<file path="src/rtl/selector41_collect.sv">
// Four-lane collector: round-robin merges iZ0..iZ3 onto one registered output
// word tagged with its source lane on {oS1,oS0}.
module selector41_collect #(
    parameter int DW = 8
) (
    input  logic          iClk,
    input  logic          iRst,
    input  logic [DW-1:0] iZ0,
    input  logic [DW-1:0] iZ1,
    input  logic [DW-1:0] iZ2,
    input  logic [DW-1:0] iZ3,
    input  logic [3:0]    iV,
    output logic [3:0]    oAck,
    output logic [DW-1:0] oC,
    output logic          oS1,
    output logic          oS0,
    output logic          oValid,
    input  logic          iReady
);

    // Handshake: a lane word moves when iV[k] && oAck[k] at an edge; an output
    // word moves downstream when oValid && iReady at an edge. A held word
    // (oValid && !iReady) keeps every output stable and acknowledges nothing.
    typedef enum logic {EMPTY = 1'b0, FULL = 1'b1} state_t;

    state_t        state;
    logic [1:0]    ptr;
    logic [1:0]    sel;
    logic [1:0]    cand;
    logic          found;
    logic          anyV;
    logic          free;
    logic          load;
    logic [DW-1:0] selData;

    assign oValid = (state == FULL);
    assign anyV   = |iV;
    assign free   = !oValid || iReady;
    assign load   = free && anyV && !iRst;

    // Scan lanes starting at ptr so the lane after the last winner goes first.
    always_comb begin
        sel   = 2'd0;
        cand  = 2'd0;
        found = 1'b0;
        for (int i = 0; i < 4; i++) begin
            cand = ptr + 2'(i);
            if (!found && iV[cand]) begin
                sel   = cand;
                found = 1'b1;
            end
        end
    end

    always_comb begin
        selData = iZ0;
        case (sel)
            2'd0: selData = iZ0;
            2'd1: selData = iZ1;
            2'd2: selData = iZ2;
            2'd3: selData = iZ3;
            default: selData = iZ0;
        endcase
    end

    assign oAck = load ? (4'b0001 << sel) : 4'b0000;

    always_ff @(posedge iClk) begin
        if (iRst) begin
            state      <= EMPTY;
            oC         <= '0;
            {oS1, oS0} <= 2'b00;
            ptr        <= 2'd0;
        end else begin
            case (state)
                EMPTY: begin
                    if (load) begin
                        state      <= FULL;
                        oC         <= selData;
                        {oS1, oS0} <= sel;
                        ptr        <= sel + 2'd1;
                    end
                end
                FULL: begin
                    if (load) begin
                        oC         <= selData;
                        {oS1, oS0} <= sel;
                        ptr        <= sel + 2'd1;
                    end else if (iReady) begin
                        state <= EMPTY;
                    end
                end
                default: state <= EMPTY;
            endcase
        end
    end

endmodule

</file>
<file path="config.mk">
export PLATFORM = sky130hd
export DESIGN_NAME = selector41_collect
export DESIGN_NICKNAME = d
export VERILOG_FILES = /design/src/rtl/selector41_collect.sv
export SDC_FILE = /design/constraint.sdc
export NUM_CORES = 1
export LEC_CHECK = 0
export ABC_CLOCK_PERIOD_IN_PS = 4600
export BUFFER_PORTS_ARGS = -buffer_cell sky130_fd_sc_hd__buf_2
export CAP_MARGIN = 20
export CELL_PAD_IN_SITES_DETAIL_PLACEMENT = 1
export CELL_PAD_IN_SITES_GLOBAL_PLACEMENT = 2
export CORE_MARGIN = 3
export CORE_UTILIZATION = 24
export DETAILED_ROUTE_END_ITERATION = 8
export GPL_TIMING_DRIVEN = 0
export PLACE_DENSITY = 0.93
export SYNTH_ARGS = -nofsm -noshare
export SYNTH_HDL_FRONTEND = slang
export SYNTH_SLANG_ARGS = --single-unit
</file>
<file path="constraint.sdc">
create_clock -name iClk -period 4.6 [get_ports iClk]
set_input_delay 0 -clock iClk [delete_from_list [all_inputs] [get_ports iClk]]
set_output_delay 0 -clock iClk [all_outputs]
set_load 0.02 [all_outputs]
</file>
==> qor.txt, run 1 <==
CTS tree: done
Fillers: 446
Synth area leaders: dfxtp_1 30%, a222oi_1 9.3%, o21ai_2 9.1%
Yosys top cell area share: 30.1%
Arr. time, crit path: 2.55 ns
final hold slack: 0.00285 ns
initial drt markers: 43
Critical Path Start: ptr[0]$_SDFFE_PP0P_
worst hold path stage count: 3
Total Wirelength: 2.67 mm
largest fanout on the critical path: 9
Top-Level Pins: 54
pwr dens: 380 nW/um^2
FMAX: 422 MHz
Syn-to-layout area delta: 41.5%
Worst VDD drop: 0.0974 mV
worst hold endpoint: oC[6]$_SDFFE_PP0P_
r2r startpoint: ptr[0]$_SDFFE_PP0P_
die area: 4360 sq um
Avg Cell Area, Syn: 8.91 sq um
setup TNS: 0 ns
FF-to-FF End: oC[4]$_SDFFE_PP0P_
synth warn: 0
core area: 3420 sq um
Synth area leader: dfxtp_1
FF/Latch Area: 260 sq um
Die Height: 66.0 microns
Worst R2R Path Depth: 10
skew final: 0.00417 ns
final instance area: 1220 sq um
gpl congestion: 0.711
Sink Count: 13
post-synthesis cell area: 865 sq um
drt pass-1 iters: 4
Wirelength per Cell: 13.3 microns
Final setup viols: 0
largest net degree at the start of global routing: 11
Total GRT Usage: 13.0%
final hold vios: 0
TritonCTS buffer count: 3
Die Span X: 66.0 microns
syn nets: 141
Std-Cell Rows: 21
CTS root buf: clkbuf_4
Via Count: 940
final core occ: 35.8%
share of cells above drive strength 1: 45.2%
drt via density: 4.68
# nets final: 200
Final ANT Viol Nets: 0
area of the multi-input gates: 543 sq um
grt ovf: 0
hpwl dp: 2.24 mm
CP Class: flop to flop
Netlist cell types: 25
# DRC: 0
min Tclk post-route: 2.37 ns
clk_lat worst skew: 0.28 ns
Lkg Pwr: 0.594 nW
Starting Density: 25.3%
Hold Path Origin: iZ0[6]
worst min-delay path class: primary input to flop
H-tree depth: 1
vias in the first global route: 978
initial antenna violation count: 0
Slew HR: 62.0%
sequential share of the synthesized area: 30.1%
clock slew at reported path FFs: 0.08 ns
CP required: 4.77 ns
max-slew violation count: 0
# Post-CTS Setup Buffers: 0
Setup WS pre-CTS: 2.20 ns
gate count of the mapped netlist: 97
Final WS setup: 2.23 ns
n_diodes: 0
worst-margin pin slew: 0.571 ns
CP endpoint kind: flop
Port Buffer Count: 53
clk buf depth: 2
RSZ-0062 raised after global routing: no
final period utilization: 51.5%
global-route wire length before repair: 4.40 mm
number of synthesized register bits: 13
outcome: finished, final reports clean
Setup crit start kind: flop
max capacitance violation total: 0
DP Area: 1190 sq um
Worst R2R Setup Slack: 2.23 ns
## flip-flops by register name, indices dropped and copies added (netlist names)
signal and cells:
oS0 1, oS1 1, ptr 2, oC 8
oValid 1
## kinds of logic (layout without fill, tap and decap cells)
| kind of cell | after synthesis | after routing | share of synthesized area [%] |
|---|---|---|---|
| fa+ha+maj | 5 | 5 | 7.24 |
| simple gates | 38 | 38 | 27.5 |
| compound gates | 31 | 31 | 28.1 |
| flops | 13 | 13 | 30.1 |
| buf+inv | 10 | 68 | 7.09 |
## report_power, final
| part | leakage (nW) | switching, W | internal (W) |
|---|---|---|---|
| registers | 0.108 | 0.0000157 | 0.000140 |
| logic | 0.471 | 0.000142 | 0.0000936 |
| clock network | 0.0150 | 0.0000392 | 0.0000337 |
## cell usage after synthesis
cell,count
buf_12,1
a222oi_1,8
o22ai_1,1
or3_1,1
a21o_1,2
nor3b_1,3
nor3_2,1
nor2b_1,6
nor2_1,2
and2_1,4
dfxtp_1,13
o21ai_0,9
nand3b_2,1
inv_1,3
nand3b_1,8
o32a_1,1
o21ai_2,9
clkbuf_1,5
ha_1,5
buf_6,1
a21boi_0,1
nor4_2,1
nand2_1,9
nor3_1,1
nand2b_1,1
## how the worst max path moves through the flow
stage               depth (start not counted)  slack (ns)            endpoint
floorplan                                  10        2.67  oC[0]$_SDFFE_PP0P_
global placement                           10        2.35  oC[5]$_SDFFE_PP0P_
detailed placement                         10        2.20  oC[4]$_SDFFE_PP0P_
CTS                                        10        2.18  oC[4]$_SDFFE_PP0P_
global route                               10        1.95  oC[4]$_SDFFE_PP0P_
finish                                     10        2.23  oC[4]$_SDFFE_PP0P_
## metal layers
| layer | wire length [microns] | share of wire [%] | up-vias | GRT usage, % |
|---|---|---|---|---|
| met5 | 0 | 0 | - | 0 |
| met2 | 1200 | 45 | 43 | 22.0 |
| met3 | 197 | 7.4 | 5 | 2.21 |
| li1 | - | - | 479 | - |
| met1 | 1210 | 45 | 413 | 15.5 |
| met4 | 59 | 2.2 | 0 | 6.85 |
## worst max-delay path: stages (launching register included)
cell	delay (ns)
dfxtp_1	0.33
nor2b_1	0.16
nor3_1	0.07
o22ai_1	0.44
inv_1	0.14
ha_1	0.21
clkbuf_1	0.19
a222oi_1	0.43
nand2_1	0.09
o21ai_0	0.11
o21ai_2	0.07
## repair_timing
| action | in CTS | in global routing |
|---|---|---|
| hold buffers | 1 | 0 |
| hold endpoints to repair | 1 | 0 |
| resized for setup | 0 | 0 |
## final cells by class
type | instances | share of cell area [%]
timing repair buffer | 54 | 22.5
sequential | 13 | 21.3
buffer | 7 | 4.09
inverter | 3 | 0.920
tap | 46 | 4.70
multi-input combinational | 74 | 44.4
clock buffer | 4 | 2.15
## per-stage QoR
| stage | instances | total power (W) |
|---|---|---|
| floorplan | 97 | 0.000318 |
| global placement | 196 | 0.000388 |
| detailed placement | 196 | 0.000397 |
| CTS | 201 | 0.000472 |
| global route | 201 | 0.000506 |
| finish | 201 | 0.000465 |
## cells in the final DEF, fill, tap and decap left out, types with 3 or more instances in the layout
cell | Yosys | final
and2_1 | 4 | 4
inv_1 | 3 | 3
buf_2 | 0 | 53
a222oi_1 | 8 | 8
clkbuf_1 | 5 | 6
dfxtp_1 | 13 | 13
clkbuf_4 | 0 | 3
nand2_1 | 9 | 9
ha_1 | 5 | 5
nor3b_1 | 3 | 3
nor2b_1 | 6 | 6
o21ai_2 | 9 | 9
nand3b_1 | 8 | 8
o21ai_0 | 9 | 9
Note: power is estimated with default switching activity, not from simulation.
==> inputs of run 2 (changes only) <==
ABC_AREA = 1   (was not set)
ABC_CLOCK_PERIOD_IN_PS = 2100   (was 4600)
CORE_UTILIZATION = 19   (was 24)
PLACE_DENSITY = 0.82   (was 0.93)
clock period = 2.1 ns   (was 4.6 ns; I/O delays follow)
==> qor.txt, run 2 <==
area of the multi-input gates: 915 sq um (+68%)
net switching power: 0.000913 W (+360%)
sequential power share: 15.6% (-18 points)
Sink Count: 13 (unchanged)
Post-synth top cells: 53 x nand2_1, 17 x a21oi_1, 17 x inv_1
Std-Cell Rows: 26 (+24%)
Setup WS pre-CTS: -0.425 ns (-2.62 ns)
CTS root buf: clkbuf_8
gate count of the mapped netlist: 168 (+73%)
min Tclk post-route: 2.23 ns (-0.143 ns)
most common cell after layout, fill and taps aside: buf_2
drt pass-1 iters: 4 (unchanged)
outcome: finished, violations left
max capacitance violation total: 0 (unchanged)
die area: 6460 sq um (+48%)
worst-margin pin slew: 0.469 ns (-0.102 ns)
global-route wire length before repair: 6.40 mm (+46%)
initial drt markers: 22 (-49%)
FMAX: 449 MHz (+6.4%)
Setup crit start kind: flop
worst min-delay path class: primary input to flop
final period utilization: 106% (+55 points)
FF/Latch Area: 263 sq um (+0.96%)
Total GRT Usage: 12.4% (-0.62 points)
Synth area leader: dfxtp_1
# DRC: 0 (unchanged)
Final ANT Viol Nets: 0 (unchanged)
most frequent cells in the layout: 51 x buf_2, 33 x nand2_1, 27 x nand2_2, 14 x buf_4, 13 x nor2_1
final hold slack: 0.0896 ns (+0.0867 ns)
Fillers: 653 (+46%)
initial antenna violation count: 0 (unchanged)
Yosys top cell area share: 24.8% (-5.3 points)
share of cells above drive strength 1: 63.9% (+19 points)
Final setup viols: 10 (+10)
# nets final: 286 (+43%)
largest fanout on the critical path: 7 (-2)
Netlist cell types: 24 (-4.0%)
Worst R2R Path Depth: 15 (+5)
grt ovf: 0 (unchanged)
Die Span X: 80.4 microns (+22%)
skew final: 0.00728 ns (+0.00311 ns)
clock slew at reported path FFs: 0.06 ns (-0.02 ns)
Tot Pwr: 0.00207 W (+340%)
Avg Cell Area, Syn: 6.26 sq um (-30%)
Largest register FFs: 8 (unchanged)
top-count cell post-synth: nand2_1
synth warn: 0 (unchanged)
Lkg Pwr: 0.886 nW (+49%)
gpl congestion: 0.776 (+9.1%)
combinational share of power: 73.5% (+23 points)
TritonCTS buffer count: 3 (unchanged)
CTS tree: done
Clock power frac: 10.8% (-4.9 points)
Post-synth ARST share: 0% (unchanged)
CP endpoint kind: flop
Port Buffer Count: 53 (unchanged)
Slew HR: 68.8% (+6.8 points)
Internal Pwr Total: 0.00115 W (+330%)
setup TNS: -0.915 ns (-0.915 ns)
Total Wirelength: 4.04 mm (+52%)
Post-synth EDFFs: 0 (unchanged)
RSZ-0062 raised after global routing: yes
core area: 5240 sq um (+53%)
clk buf depth: 2 (unchanged)
worst hold path stage count: 4 (+1)
clk_lat worst skew: 0.24 ns (-0.04 ns)
Via Count: 1319 (+40%)
Synth Flop Type: dfxtp_1
Arr. time, crit path: 2.40 ns (-0.15 ns)
Die Height: 80.4 microns (+22%)
dpl cells: 291 (+48%)
Synth area leaders: dfxtp_1 25%, nand2_1 19%, a21oi_1 8.1%
post-synthesis cell area: 1050 sq um (+22%)
Worst VDD drop: 0.416 mV (+330%)
max-slew violation count: 0 (unchanged)
Starting Density: 20.1% (-5.2 points)
final hold vios: 0 (unchanged)
n_diodes: 0 (unchanged)
Top-Level Pins: 54 (unchanged)
largest net degree at the start of global routing: 11 (unchanged)
pwr dens: 1080 nW/um^2 (+190%)
sequential share of the synthesized area: 24.8% (-5.3 points)
Finished Layout Cells: 311 (+55%)
largest reg by FF count: oC
Syn-to-layout area delta: 81.2%
syn nets: 212 (+50%)
vias in the first global route: 1307 (+34%)
Wirelength per Cell: 13.0 microns (-2.0%)
H-tree depth: 1 (unchanged)
biggest registers after layout: oC x8, ptr x2
failing checks: negative setup slack
number of synthesized register bits: 13 (unchanged)
sw frac: 44.2% (+1.7 points)
CP required: 2.28 ns (-2.49 ns)
Final WS setup: -0.127 ns (-2.36 ns)
drt via density: 4.24 (-9.3%)
hpwl dp: 2.89 mm (+29%)
CP Class: flop to flop
[run 2: changes by cell type after synthesis, moves of 10 or more]
cell	previous run	this run
inv_1	3	17
nand2_1	9	53
nand2_2	0	10
nor2_1	2	16
a21oi_1	0	17
[run 2: final timing paths]
path,startpoint,to,slack [ns]
max,ptr[0]$_SDFFE_PP0P_,oC[7]$_SDFFE_PP0P_,-0.13
min,iRst,oValid$_SDFF_PP0_,0.09
max reg2reg,ptr[0]$_SDFFE_PP0P_,oC[7]$_SDFFE_PP0P_,-0.13
min reg2reg,oC[3]$_SDFFE_PP0P_,oC[3]$_SDFFE_PP0P_,0.48
[run 2: stage by stage]
stage	cell area (sq um)	utilization [%]
3_5_place_dp	1420	27.1
3_3_place_gp	1420	27.1
4_1_cts	1750	33.5
5_1_grt	1900	36.4
6_report	1900	36.4
2_1_floorplan	1060	-
[run 2: power groups by stage]
stage | sequential [W] | combinational [W] | clock (W)
after floorplan | 0.000367 | 0.000597 | 0
after global placement | 0.000323 | 0.000870 | 0
after detailed placement | 0.000323 | 0.000883 | 0
after CTS | 0.000322 | 0.00132 | 0.000232
after global routing | 0.000327 | 0.00165 | 0.000250
final | 0.000322 | 0.00152 | 0.000224
[run 2: area by class of cell]
type | instances | share of cell area, %
buffer | 7 | 3.48
inverter | 19 | 4.40
tap | 70 | 4.60
timing repair buffer | 71 | 23.3
clock buffer | 4 | 2.37
multi-input combinational | 127 | 48.0
sequential | 13 | 13.8
[run 2: kinds of logic after synthesis]
| kind of cell | synth area share, % |
|---|---|
| fa+ha+maj | 5.95 |
| buf+inv | 11.4 |
| flops | 24.8 |
| simple gates | 38.5 |
| compound gates | 19.4 |
[run 2: per-layer routing]
metal	up-vias	track usage (%)	share of wire, %
met5	-	0	0
met4	0	4.05	1.9
met3	7	2.02	3.7
met2	26	20.3	49
met1	613	16.4	46
li1	673	-	-
[run 2: timing repair]
action / CTS / global route
setup endpoints to repair: 11 / 12
pin swaps: 27 / 26
cloned: 3 / 0
hold buffers: 0 / 0
buffers inserted: 12 / 3
resized for setup: 56 / 34
[run 2: worst max-delay path, stage by stage (launching register included)]
cell and delay, ns:
dfxtp_2 0.33, buf_6 0.14, inv_8 0.07, nand2_1 0.07, and2_4 0.14, nor3_4 0.21
buf_4 0.15, nand3_4 0.06, nand2_4 0.11, inv_4 0.06, ha_4 0.18, buf_4 0.14
a31o_4 0.21, a21oi_2 0.15, a21oi_1 0.05, nor2_1 0.08
==> inputs of run 3 (changes only) <==
==> constraint.sdc (replaced) <==
create_clock -name iClk -period 2.1 [get_ports iClk]
set_input_delay 0 -clock iClk [delete_from_list [all_inputs] [get_ports iClk]]
set_output_delay 0 -clock iClk [all_outputs]
set_load 0.01 [all_outputs]
==> qor.txt, run 3 (synthesis results as in run 2) <==
outcome: finished, violations left
failing checks: negative setup slack
initial drt markers: 32 (+45%)
crit-path cells: buf_6, inv_8, nand2_1, and2_4, nor3_4, inv_2, nor2_4, nor2_4, inv_2, ha_4, buf_6, nand2_1, a31o_4, a21oi_2, a21oi_1, nor2_1
H-tree depth: 1 (unchanged)
Slew HR: 68.7% (-0.076 points)
Final ANT Viol Nets: 0 (unchanged)
initial antenna violation count: 0 (unchanged)
clock slew at reported path FFs: 0.06 ns (about the same)
CTS tree: done
final period utilization: 105% (-0.64 points)
die area: 6460 sq um (unchanged)
final hold vios: 0 (unchanged)
TritonCTS buffer count: 3 (unchanged)
share of cells above drive strength 1: 61.7% (-2.2 points)
dpl cells: 291 (unchanged)
hpwl dp: 2.89 mm (unchanged)
drt via density: 4.22 (-0.59%)
slowest stage cell, crit path: dfxtp_2
skew final: 0.00728 ns (-0.00000952 ns)
Die Height: 80.4 microns (unchanged)
Starting Density: 20.1% (unchanged)
drt pass-1 iters: 4 (unchanged)
most common cell after layout, fill and taps aside: buf_2
gpl congestion: 0.776 (unchanged)
global-route wire length before repair: 6.23 mm (-2.7%)
Worst VDD drop: 0.408 mV (-1.7%)
Worst R2R Setup Slack: -0.11 ns (about the same)
CP Buf/Inv Count: 5 (unchanged)
vias in the first global route: 1282 (-1.9%)
RSZ-0062 raised after global routing: yes
Worst R2R Path Depth: 16 (+1)
largest fanout on the critical path: 7 (unchanged)
# nets final: 285 (-0.35%)
Die Span X: 80.4 microns (unchanged)
Lkg Pwr: 0.851 nW (-3.9%)
slowest stage delay, CP: 0.33 ns (about the same)
CTS root buf: clkbuf_8
max capacitance violation total: 0 (unchanged)
Top-Level Pins: 54 (unchanged)
Fillers: 658 (+0.77%)
FMAX: 452 MHz (+0.60%)
min Tclk post-route: 2.21 ns (-0.0134 ns)
final core occ: 34.6% (-1.8 points)
Sink Count: 13 (unchanged)
CP endpoint kind: flop
Final setup viols: 8 (-2)
CP required: 2.28 ns (about the same)
biggest registers after layout: oC x8, ptr x2
Largest register FFs: 8 (unchanged)
worst hold path stage count: 4 (unchanged)
CP delay by family, top: simple AND/OR/NAND/NOR gates
CP endpoint: oC[6]$_SDFFE_PP0P_
most frequent cells in the layout: 55 x buf_2, 38 x nand2_1, 24 x nand2_2, 14 x nor2_1
Syn-to-layout area delta: 72.4%
Arr. time, crit path: 2.39 ns (about the same)
clk_lat worst skew: 0.25 ns (about the same)
Hold Path Origin: iRst
largest reg by FF count: oC
clk buf depth: 2 (unchanged)
worst-margin pin slew: 0.470 ns (+0.00114 ns)
worst min-delay path class: primary input to flop
Via Count: 1307 (-0.91%)
FF-to-FF End: oC[6]$_SDFFE_PP0P_
Finished Layout Cells: 310 (-0.32%)
max-slew violation count: 0 (unchanged)
Total GRT Usage: 12.0% (-0.35 points)
Port Buffer Count: 53 (unchanged)
r2r startpoint: ptr[0]$_SDFFE_PP0P_
largest net degree at the start of global routing: 11 (unchanged)
Critical Path Start: ptr[0]$_SDFFE_PP0P_
grt ovf: 0 (unchanged)
hold buffers post-CTS: 0 (unchanged)
CP Depth: 16 (+1)
Setup crit start kind: flop
pwr dens: 1050 nW/um^2 (-3.0%)
core area: 5240 sq um (unchanged)
Total Wirelength: 3.92 mm (-3.0%)
Wirelength per Cell: 12.6 microns (-2.7%)
Final WS setup: -0.114 ns (+0.0134 ns)
n_diodes: 0 (unchanged)
CP Class: flop to flop
Std-Cell Rows: 26 (unchanged)
# DRC: 0 (unchanged)
==> run 3: cell count changes in the layout (fill, tap and decap cells not counted), moves of 3 or more <==
cell	change
a31o_2	+3
buf_4	-4
a31o_4	-3
nand2_2	-3
nand2_1	+5
buf_2	+4
==> run 3: worst min-delay path by stage <==
stage	end
3_5_place_dp	oValid$_SDFF_PP0_
5_1_grt	oValid$_SDFF_PP0_
4_1_cts	oValid$_SDFF_PP0_
2_1_floorplan	oValid$_SDFF_PP0_
3_3_place_gp	ptr[1]$_SDFFE_PP0P_
6_report	oValid$_SDFF_PP0_
==> run 3: worst reg2reg max path, stage by stage, from the launching register on <==
cell and delay [ns]:
dfxtp_2 0.33, buf_6 0.14, inv_8 0.07, nand2_1 0.07
and2_4 0.14, nor3_4 0.22, inv_2 0.08, nor2_4 0.10
nor2_4 0.06, inv_2 0.10, ha_4 0.15, buf_6 0.12
nand2_1 0.07, a31o_4 0.23, a21oi_2 0.14, a21oi_1 0.05
nor2_1 0.08
==> run 3: metrics by stage <==
stage	setup TNS (ns)	setup slack, ns	cell area [sq um]	total power (W)	hold WS, ns
6_report	-0.826	-0.114	1810	0.00191	0.0922
5_1_grt	-2.82	-0.297	1810	0.00206	0.128
4_1_cts	-1.21	-0.151	1750	0.00183	0.0861
3_5_place_dp	-3.25	-0.425	1420	0.00117	0.348
3_3_place_gp	-2.92	-0.389	1420	0.00115	0.346
2_1_floorplan	0	0.00949	1060	0.000925	0.173
==> run 3: report_power, final <==
part	switching, W	leakage [nW]	internal (W)
logic	0.000698	0.721	0.000662
clock network	0.0000902	0.0228	0.000134
registers	0.0000276	0.107	0.000295
total	0.000816	0.851	0.00109
==> run 3: per-layer routing <==
layer  part of all wire (%)  GRT usage, %
met3                    3.9          2.02
met2                     49          19.8
met1                     45          15.8
met5                      0             0
met4                    2.0          4.05
==> run 3: layout make-up <==
type	instances	area, sq um	area share (%)
Sequential cell	13	263	14.5
Timing Repair Buffer	70	422	23.3
Multi-Input combinational cell	127	848	46.8
Tap cell	70	87.6	4.83
Buffer	7	65.1	3.59
Inverter	19	81.3	4.49
Clock buffer	4	45.0	2.49
==> run 3: timing repair <==
item / 4_1_cts / 5_1_grt
gates resized for setup: 56 / 13
buffers inserted: 12 / 2
setup endpoints to repair: 11 / 12
endpoints found under the hold margin: 0 / 0
pin swaps: 27 / 15
gates cloned: 3 / 0
